[src/rtl/bram_fifo_ctrl.sv]
// Streaming FIFO controller around a simple dual-address block RAM with a
// one-cycle registered read; a 2-entry output buffer hides the read latency.
module bram_fifo_ctrl #(
  parameter int memSize_p   = 8,
  parameter int dataWidth_p = 16
) (
  input  logic                   clk_i,
  input  logic                   rst_ni,
  input  logic [dataWidth_p-1:0] in_data_i,
  input  logic                   in_valid_i,
  output logic                   in_ready_o,
  output logic [dataWidth_p-1:0] out_data_o,
  output logic                   out_valid_o,
  input  logic                   out_ready_i,
  output logic                   mem_write_o,
  output logic                   mem_read_o,
  output logic [memSize_p-1:0]   mem_waddr_o,
  output logic [memSize_p-1:0]   mem_raddr_o,
  output logic [dataWidth_p-1:0] mem_wdata_o,
  input  logic [dataWidth_p-1:0] mem_rdata_i,
  output logic [memSize_p:0]     count_o,
  output logic                   full_o,
  output logic                   empty_o
);

  localparam logic [memSize_p:0] depth_c = {1'b1, {memSize_p{1'b0}}};
  localparam logic [memSize_p:0] zero_c  = {(memSize_p+1){1'b0}};
  localparam logic [memSize_p:0] one_c   = {{memSize_p{1'b0}}, 1'b1};

  logic [memSize_p:0]     wptr_r, rptr_r, count_s;
  logic [1:0]             occ_r, occ_next_s;
  logic                   inflight_r, valid_r;
  logic [dataWidth_p-1:0] head_r, tail_r;
  logic                   read_issue_s, write_s, pop_s, full_s, empty_s;

  assign count_s = wptr_r - rptr_r;
  assign full_s  = (count_s == depth_c);
  assign empty_s = (count_s == zero_c);

  // Reads win over writes because the RAM drops a read that coincides with a write.
  assign read_issue_s = !empty_s && (({1'b0, occ_r} + {2'b00, inflight_r}) < 3'd2);
  assign in_ready_o   = rst_ni && !full_s && !read_issue_s;
  assign write_s      = in_valid_i && in_ready_o;
  assign pop_s        = valid_r && out_ready_i;

  assign mem_read_o  = read_issue_s;
  assign mem_raddr_o = rptr_r[memSize_p-1:0];
  assign mem_write_o = write_s;
  assign mem_waddr_o = wptr_r[memSize_p-1:0];
  assign mem_wdata_o = in_data_i;
  assign count_o     = count_s;
  assign full_o      = full_s;
  assign empty_o     = empty_s;
  assign out_valid_o = valid_r;
  assign out_data_o  = head_r;

  // Next buffer occupancy from landing read data and consumer pops.
  always_comb begin
    occ_next_s = occ_r;
    case ({inflight_r, pop_s})
      2'b10:   occ_next_s = occ_r + 2'd1;
      2'b01:   occ_next_s = occ_r - 2'd1;
      default: occ_next_s = occ_r;
    endcase
  end

  // Pointers, in-flight flag and occupancy state.
  always_ff @(posedge clk_i or negedge rst_ni) begin
    if (!rst_ni) begin
      wptr_r     <= zero_c;
      rptr_r     <= zero_c;
      inflight_r <= 1'b0;
      occ_r      <= 2'd0;
      valid_r    <= 1'b0;
    end else begin
      if (write_s) begin
        wptr_r <= wptr_r + one_c;
      end
      if (read_issue_s) begin
        rptr_r <= rptr_r + one_c;
      end
      inflight_r <= read_issue_s;
      occ_r      <= occ_next_s;
      valid_r    <= (occ_next_s != 2'd0);
    end
  end

  // Output buffer: head is presented downstream, tail queues behind it.
  always_ff @(posedge clk_i or negedge rst_ni) begin
    if (!rst_ni) begin
      head_r <= {dataWidth_p{1'b0}};
      tail_r <= {dataWidth_p{1'b0}};
    end else if (inflight_r && pop_s) begin
      if (occ_r == 2'd2) begin
        head_r <= tail_r;
        tail_r <= mem_rdata_i;
      end else begin
        head_r <= mem_rdata_i;
      end
    end else if (inflight_r) begin
      if (occ_r == 2'd0) begin
        head_r <= mem_rdata_i;
      end else begin
        tail_r <= mem_rdata_i;
      end
    end else if (pop_s) begin
      head_r <= tail_r;
    end
  end

endmodule

[config.mk]
export PLATFORM = sky130hd
export DESIGN_NAME = bram_fifo_ctrl
export DESIGN_NICKNAME = d
export VERILOG_FILES = /design/src/rtl/bram_fifo_ctrl.sv
export SDC_FILE = /design/constraint.sdc
export NUM_CORES = 1
export LEC_CHECK = 0
export CAP_MARGIN = 20
export CORE_UTILIZATION = 42
export DETAILED_ROUTE_END_ITERATION = 12
export PLACE_DENSITY = 0.76
export SLEW_MARGIN = 25
export SYNTH_ARGS = -nofsm -noshare
export SYNTH_HDL_FRONTEND = slang
export SYNTH_SLANG_ARGS = --single-unit
export TNS_END_PERCENT = 10
[constraint.sdc]
create_clock -name clk_i -period 3 [get_ports clk_i]
set_input_delay 0.6 -clock clk_i [delete_from_list [all_inputs] [get_ports clk_i]]
set_output_delay 0.6 -clock clk_i [all_outputs]
set_load 0.01 [all_outputs]
### Word-level counts from Yosys, hierarchy flattened

Index checks and enable logic that the tools add are counted.

| word-level totals | value |
|---|---|
| register bits after elaboration | 54 |
| input bits | 36 |

| operators by class | value |
|---|---|
| add/subtract/negate cells | 6 |
| magnitude comparators | 1 |
| equal/unequal tests | 7 |
| multiplexer cells | 10 |
| reduce and logical (&&, ||, !) cells | 16 |

Operators by type and width:

| operator | number |
|---|---|
| 2-to-1 mux 16 bit | 9 |
| adder 9 x 1 -> 9 bit (second input constant) | 2 |
| == test 9 bit (second input constant) | 1 |
| logical NOT 9 bit | 1 |
| subtractor 9 bit | 1 |
| logical AND 1 bit | 6 |
| == test 2 bit (second input constant) | 2 |
| case mux 2 bit (2 select lines) | 1 |
| nonzero test 2 bit | 2 |
| adder 2 x 1 -> 3 bit | 1 |
| logical NOT 1 bit | 3 |
| < comparator 3 x 2 -> 1 bit (second input constant) | 1 |
| != test 3 x 1 -> 1 bit (second input constant) | 1 |
| AND reduction 3 bit | 1 |
| nonzero test 3 bit | 1 |
| adder 2 x 1 -> 2 bit (second input constant) | 1 |
| == test 2 x 1 -> 1 bit (second input constant) | 1 |
| logical NOT 2 bit | 1 |
| != test 2 x 1 -> 1 bit (second input constant) | 1 |
| != test 2 bit (second input constant) | 1 |
| AND reduction 2 bit | 1 |
| subtractor 2 x 1 -> 2 bit (second input constant) | 1 |

### Depth between registers and ports, before layout

Gate-level depths: netlist of the first run.

| depth | value |
|---|---|
| depth after elaboration | 7 |
| depth in mapped cells | 10 |
| mapped depth without buffers | 10 |

### Worst setup path before layout of the first run

OpenSTA, ideal clock, no wires.

| timing path | value |
|---|---|
| path kind | register to output |
| from | reg rptr_r[1] |
| to | out mem_write_o |
| arrival | 2.386 ns |
| path slack | 0.014 ns |
| stages on the path, launching flop included | 9 |
| path buffers | 0 |
| path through | dfrtp_1 > inv_1 > ha_1 > nor2b_4 > o21a_1 > or3_4 > a2111oi_4 > a31o_2 > and3_4 |

| between the ends | value |
|---|---|
| word-level cells in the longest chain between the ends | 7 |

Ends and longest elaborated chain:

| item | line | source |
|---|---|---|
| start: declaration | 30 | `logic [memSize_p:0] wptr_r, rptr_r, count_s;` |
| start signal: assignment | 71 | `rptr_r <= zero_c;` |
| start signal: assignment | 80 | `rptr_r <= rptr_r + one_c;` |
| subtractor 9 bit * | 36 | `assign count_s = wptr_r - rptr_r;` |
| logical NOT 9 bit | 38 | `assign empty_s = (count_s == zero_c);` |
| logical NOT 1 bit | 41 | `assign read_issue_s = !empty_s && (({1'b0, occ_r} + {2'b00, inflight_r}) < 3'd2);` |
| logical AND 1 bit | 41 |  |
| logical NOT 1 bit | 42 | `assign in_ready_o = rst_ni && !full_s && !read_issue_s;` |
| logical AND 1 bit * | 42 |  |
| logical AND 1 bit * | 43 | `assign write_s = in_valid_i && in_ready_o;` |
| end: declaration | 15 | `output logic mem_write_o,` |

Every way passes the cells marked *; elsewhere a longest branch is shown, timed or not.

### Worst setup path in the final report of the first run

| timing path | value |
|---|---|
| from | reg wptr_r[0] |
| to | out mem_write_o |

| between the ends | value |
|---|---|
| word-level cells in the longest chain between the ends | 7 |

Ends and longest elaborated chain:

| item | line | source |
|---|---|---|
| start: declaration | 30 |  |
| start signal: assignment | 70 | `wptr_r <= zero_c;` |
| start signal: assignment | 77 | `wptr_r <= wptr_r + one_c;` |
| subtractor 9 bit * | 36 |  |
| logical NOT 9 bit | 38 |  |
| logical NOT 1 bit | 41 |  |
| logical AND 1 bit | 41 |  |
| logical NOT 1 bit | 42 |  |
| logical AND 1 bit * | 42 |  |
| logical AND 1 bit * | 43 |  |

Marks and branches as above.

==> results of run 1 <==
-- timing repair --
| action | 4_1_cts | 5_1_grt |
|---|---|---|
| pin swaps | 14 | 7 |
| setup endpoints to repair | 11 | 12 |
| buffers inserted | 8 | 2 |
| gates resized for setup | 47 | 11 |
-- power groups by stage --
stage	Sequential, uW	Combinational [uW]	Clock [uW]
after floorplan	1310	1910	0
after global placement	1250	3360	0
after detailed placement	1270	3430	0
after CTS	1270	3750	534
after global routing	1320	4190	564
final	1270	3900	524
-- per-stage QoR --
| step | std cells | TNS [ps] | power [uW] | area (um^2) | util [%] |
|---|---|---|---|---|---|
| after floorplan | 290 | 0 | 3219 | 3146 | - |
| after global placement | 461 | -1679 | 4613 | 3999 | 55.13 |
| after detailed placement | 461 | -2176 | 4705 | 3999 | 55.13 |
| after CTS | 477 | -1335 | 5552 | 4277 | 58.96 |
| after global routing | 479 | -2265 | 6070 | 4320 | 59.57 |
| final | 479 | -1526 | 5702 | 4320 | 59.57 |
-- routing by layer --
layer	wire length [um]	part of all wire [%]
met2	3620	50
met4	54	0.74
met1	3293	45
met3	318	4.4
met5	0	0
-- synthesized netlist by cell type, types with 4 or more instances --
library cell,count
nand3_1,10
mux2_2,16
o21a_1,5
and3_1,7
nand2_1,5
clkbuf_1,6
and2_1,4
xor2_1,4
mux2i_1,16
buf_4,32
xnor2_1,17
a21oi_1,20
dfrtp_1,54
ha_1,14
nor2_1,20
inv_1,18
nand4_1,4
-- cell type report --
type                            count  area (um^2)
Fill cell                         617         2933
Clock inverter                      2        38.79
Inverter                           18        67.56
Multi-Input combinational cell    180         1597
Timing Repair Buffer              120         1060
Tap cell                           99        123.9
Clock buffer                        6        82.58
Sequential cell                    54         1351
-- state kept, by name (all words and copies together), names as in the netlist --
name and cells:
out_data_o 16, tail_r 16, rptr_r 9, wptr_r 9, occ_r 2, inflight_r 1, out_valid_o 1
-- critical path: cells and delay by family (launching register included) --
kind	cells	cell delay, ps
AOI/OAI and AO/OA	4	930
buffers and inverters	4	480
DFF	1	400
adders and majority gates	2	380
and+or+nand+nor	2	270
-- cell usage in the layout (no fill, tap or decap), types with 6 or more instances in the layout --
master and instances:
and3_1 7, inv_1 15, xnor2_1 16, nand3_1 10
a21oi_1 19, buf_6 6, mux2i_1 16, dfrtp_1 54
ha_1 11, nor2_1 19, buf_4 52, clkbuf_8 6
mux2_2 16, clkdlybuf4s50_1 56
-- cells by family (layout without fill, tap and decap cells) --
family | count (synthesis) | after routing
AND/OR/NAND/NOR | 68 | 68
buffers and inverters | 56 | 146
flip-flops | 54 | 54
AO/OA/AOI/OAI | 41 | 41
multiplexers | 33 | 33
XOR/XNOR | 23 | 23
adder cells (fa/ha/maj) | 15 | 15
-- worst paths after layout --
path / startpoint / endpoint / slack, ps / cells past startpoint
max reg2reg: wptr_r[0] / wptr_r[1] / 120 / 13
min reg2reg: wptr_r[8] / wptr_r[8] / 500 / 1
min in group clk_i: wptr_r[8] / wptr_r[8] / 500 / 1
max: wptr_r[0] / mem_write_o / -380 / 12
max in group asynchronous: rst_ni / wptr_r[5] / 2110 / 2
min: rst_ni / tail_r[5] / 430 / 2
==> flow_summary.yaml, run 1 <==
status:
  status: "finished, violations left"
  violations: "negative setup slack"
grt:
  antenna_found_initial: 0
  met1_usage_pct: 26.28
  met2_usage_pct: 30.91
  busiest_layer: "met2"
  first_global_vias: 2288
  grt.total_usage_pct: 18.97
  grt_pass1_wl_mm: 11.29
  grt-ovfl-total: 0
  use_met3_pct: 3.545
  grt_max_degree: 55
synth:
  synth_area_leaders: "dfrtp_1, buf_4, mux2_2"
  synth_top_cell_by_area: "dfrtp_1"
  ys_warn_count: 0
  synth-xor-area-share_pct: 6.881
  muxShareOfSynthArea_pct: 11.30
  ys_types: 45
  synth_fa_ha_area_share_pct: 6.205
  ys_seq_area_share_pct: 42.96
  ys.flop_type: "dfrtp_1"
  async_reset_ff_share_pct: 100.0
  synth-compound-area-share_pct: 9.865
  synth_area_um2: 3146
  synth.net_count: 341
  syn_inst: 290
  synth.top_cell.area_share_pct: 42.96
  synth_top_family_by_area: "simple AND/OR/NAND/NOR gates"
  synth_seq_cells: 54
  synthSimpleGateAreaFrac_pct: 12.29
  avgSynthCellArea_um2: 10.85
  synth_edf_count: 0
timing:
  hold_violations: 0
  tightest_slew_ps: 697.2
  grt_setup_unrepaired: "yes"
  setup-violations-final: 7
  slew-limit-headroom_pct: 53.52
  setup_ws_ps: -378.0
  slew_viol_final: 0
  max_freq_mhz: 296.0
  finalCriticalPeriod_ps: 3378
  finalCritPeriodShare_pct: 112.6
  skew_ps: 9.327
  hold_ws_ps: 432.6
floorplanning:
  rows: 31
  start_util_pct: 43.37
  coreArea_um2: 7253
  die_width_um: 88.54
  fp.dieH_um: 88.54
  io_pins: 99
  die-area_um2: 7839
power_and_ir_drop:
  seqPwrFrac_pct: 22.4
  static-leakage-power_uw: 0.001957
  clockPowerShare_pct: 9.2
  swShare_pct: 38.58
  irDropWorstVdd_v: 0.0005094
  powerDensity_nw_per_um2: 1320
  p_sw_uw: 2200
  pwr-share-comb_pct: 68.5
  cell_internal_pwr_uw: 3502
clock_tree:
  cts-root-buf: "clkbuf_8"
  cts_made_buffers: 5
  cts.reportedPaths.clkPinSlew_ps: 100
  tritoncts: "built"
  htreeDepth: 2
  clk_latency_ps: 310
  clock_sinks: 54
  max-clock-path-buffers: 2
  ctsHoldBuffers: 0
setup_path:
  cpMaxStageDelayCell: "dfrtp_1"
  end_kind: "output port"
  crit_required_ps: 2400
  crit_path_cell_trace: "inv_2, ha_4, fa_2, nor2b_4, o31a_1, o31ai_2, buf_4, a22oi_4, buf_6, a41oi_4, and3_4, buf_6"
  slowest_delay_ps: 400
  crit_top_cell: "buf_6"
  worst-path-max-fanout: 4
  startpoint_type: "register"
  cp.arrival_ps: 2780
  crit_type: "reg -> out"
routing:
  drt-total-wl_mm: 7.286
  ant_nets: 0
  viasPerCell: 4.910
  drc: 0
  vias: 2352
  routedWlPerCell_um: 15.21
  initialDrtViolationCount: 88
  dr.pass1.iters: 4
finish:
  nets: 430
  n_antenna_cell: 0
  drive_gt1_share_pct: 31.05
  synthToLayoutAreaGrowth_pct: 37.35
run:
  drv_cap: 0
hold_path:
  min_path_type: "in -> async"
placement:
  pre_cts_slack_ps: -446.7
  post-dp-hpwl_mm: 5.124
  routabilityCongestion: 0.8066
  io_buffers: 66
No activity file was read; power rests on OpenSTA's default activity.
==> inputs of run 2 (changes only) <==
Settings changed: GPL_TIMING_DRIVEN set to 0.
==> run 2 against run 1 <==
The run still ends with negative setup slack left. Die area unchanged. Flip-flop and latch count unchanged. Power decreased by 2.5%. Via count increased by 5.6%. Clock-buffer cell count decreased by 1. Non-clock buffer count increased by 32.
==> flow_summary.yaml, run 2 (synthesis results as in run 1) <==
hold_path:
  min_path_type: "in -> async"
finish:
  multiInputGateArea_um2: 1588
  drive_gt1_share_pct: 31.80
  final_common_cell: "clkdlybuf4s50_1"
  synthToLayoutAreaGrowth_pct: 46.34
  fin_area_um2: 4603
  n_antenna_cell: 0
  register_area_um2: 1354
  layout_common_cells: "clkdlybuf4s50_1, buf_4, dfrtp_1, nor2_1, a21oi_1"
  nets: 462
  fillers: 558
power_and_ir_drop:
  clockPowerShare_pct: 9.2
  swShare_pct: 38.96
  p_sw_uw: 2166
  pwr-share-comb_pct: 67.8
  cell_internal_pwr_uw: 3392
  powerDensity_nw_per_um2: 1207
  irDropWorstVdd_v: 0.0005109
  static-leakage-power_uw: 0.002078
  seqPwrFrac_pct: 23.0
  fin_total_pwr_uw: 5558
timing:
  finalCriticalPeriod_ps: 3423
  setup-violations-final: 7
  fin_tns_setup_ps: -1981
  slew-limit-headroom_pct: 46.02
  max_freq_mhz: 292.1
  finalCritPeriodShare_pct: 114.1
  skew_ps: 8.262
  setup_ws_ps: -422.9
  grt_setup_unrepaired: "yes"
  hold_violations: 0
  slew_viol_final: 0
  tightest_slew_ps: 804.3
setup_path:
  crit_required_ps: 2400
  cp.arrival_ps: 2820
  worst-path-max-fanout: 6
  crit_type: "reg -> out"
  end_kind: "output port"
  startpoint_type: "register"
status:
  violations: "negative setup slack"
  status: "finished, violations left"
routing:
  ant_nets: 0
  routedWlPerCell_um: 14.23
  drt-total-wl_mm: 7.273
  dr.pass1.iters: 6
  vias: 2484
  initialDrtViolationCount: 98
  viasPerCell: 4.861
  drc: 0
floorplanning:
  fp.dieH_um: 88.54
  die_width_um: 88.54
  rows: 31
  coreArea_um2: 7253
  io_pins: 99
  die-area_um2: 7839
  start_util_pct: 43.37
clock_tree:
  cts-root-buf: "clkbuf_8"
  tritoncts: "built"
  htreeDepth: 2
  cts.reportedPaths.clkPinSlew_ps: 100
  max-clock-path-buffers: 2
  clock_sinks: 54
  ctsHoldBuffers: 0
  clk_latency_ps: 300
  cts_made_buffers: 5
grt:
  first_global_vias: 2325
  antenna_found_initial: 0
  grt_max_degree: 41
  grt_pass1_wl_mm: 11.27
  grt.total_usage_pct: 18.63
  grt-ovfl-total: 0
placement:
  place_area_um2: 4108
  io_buffers: 82
  post-dp-hpwl_mm: 5.012
  routabilityCongestion: 0.8126
run:
  drv_cap: 0
run 2: cell count changes in the layout (fill, tap and decap cells not counted), sizes merged:
cell           change
clkdlybuf4s50     +16
buf               +11
clkbuf             +3
dlymetal6s2s       +2
clkdlybuf4s15      -1
clkinvlp           +1
run 2: repair_timing:
| action | CTS | global route |
|---|---|---|
| pin swaps | 12 | 11 |
| setup endpoints to repair | 14 | 32 |
| setup buffers | 21 | 10 |
| resized for setup | 52 | 11 |
| gates cloned | 0 | 0 |
run 2: final cells by class:
| class | count | area share, % |
|---|---|---|
| Buffer | 38 | 5.708 |
| Clock inverter | 3 | 1.060 |
| Multi-Input combinational cell | 180 | 34.49 |
| Timing Repair Buffer | 114 | 23.68 |
| Tap cell | 99 | 2.691 |
| Clock buffer | 5 | 1.495 |
| Sequential cell | 54 | 29.41 |
| Inverter | 18 | 1.468 |
run 2: stage by stage:
stage / setup slack (ps) / cells / hold WS, ps / util, %
6_report: -422.9 / 511 / 138.6 / 63.46
5_1_grt: -544.6 / 511 / 129.0 / 63.46
4_1_cts: -474.6 / 501 / 134.7 / 61.77
3_5_place_dp: -794.3 / 472 / 476.8 / 56.63
3_3_place_gp: -1961 / 471 / 483.2 / 56.39
2_1_floorplan: 13.69 / 290 / 304.4 / -
run 2: power groups by stage:
stage                     Combinational [uW]  Clock, uW  Sequential, uW
after CTS                               3560        521            1280
after global placement                  3010          0            1300
final                                   3770        509            1280
after global routing                    4060        560            1320
after floorplan                         1910          0            1310
after detailed placement                3090          0            1310
run 2: critical path, stage by stage, from the launching register on:
cell	delay [ps]
dfrtp_1	410
inv_2	100
ha_4	140
fa_2	210
nor2b_2	50
o31a_1	310
buf_4	170
o31ai_4	260
a22oi_4	120
buf_6	150
a31o_4	240
buf_6	130
and2_4	130
buf_6	110
run 2: metal layers:
layer  routed length, um  global-route usage (%)  vias to the layer above
li1                    -                       -                     1208
met1                3335                   26.16                     1214
met2                3651                   30.70                       60
met3                 260                   3.078                        2
met4                  25                   3.372                        0
met5                   0                       0                        -
run 2: worst paths after layout:
path	start	to	slack [ps]	cells past startpoint
worst max-delay path	wptr_r[0]	in_ready_o	-420	13
worst min-delay path	rst_ni	tail_r[3]	140	1
worst max register to register	wptr_r[0]	wptr_r[1]	120	13
worst min register to register	wptr_r[8]	wptr_r[8]	500	1
max in group asynchronous	rst_ni	out_data_o[15]	2400	2
min in group clk_i	wptr_r[8]	wptr_r[8]	500	1
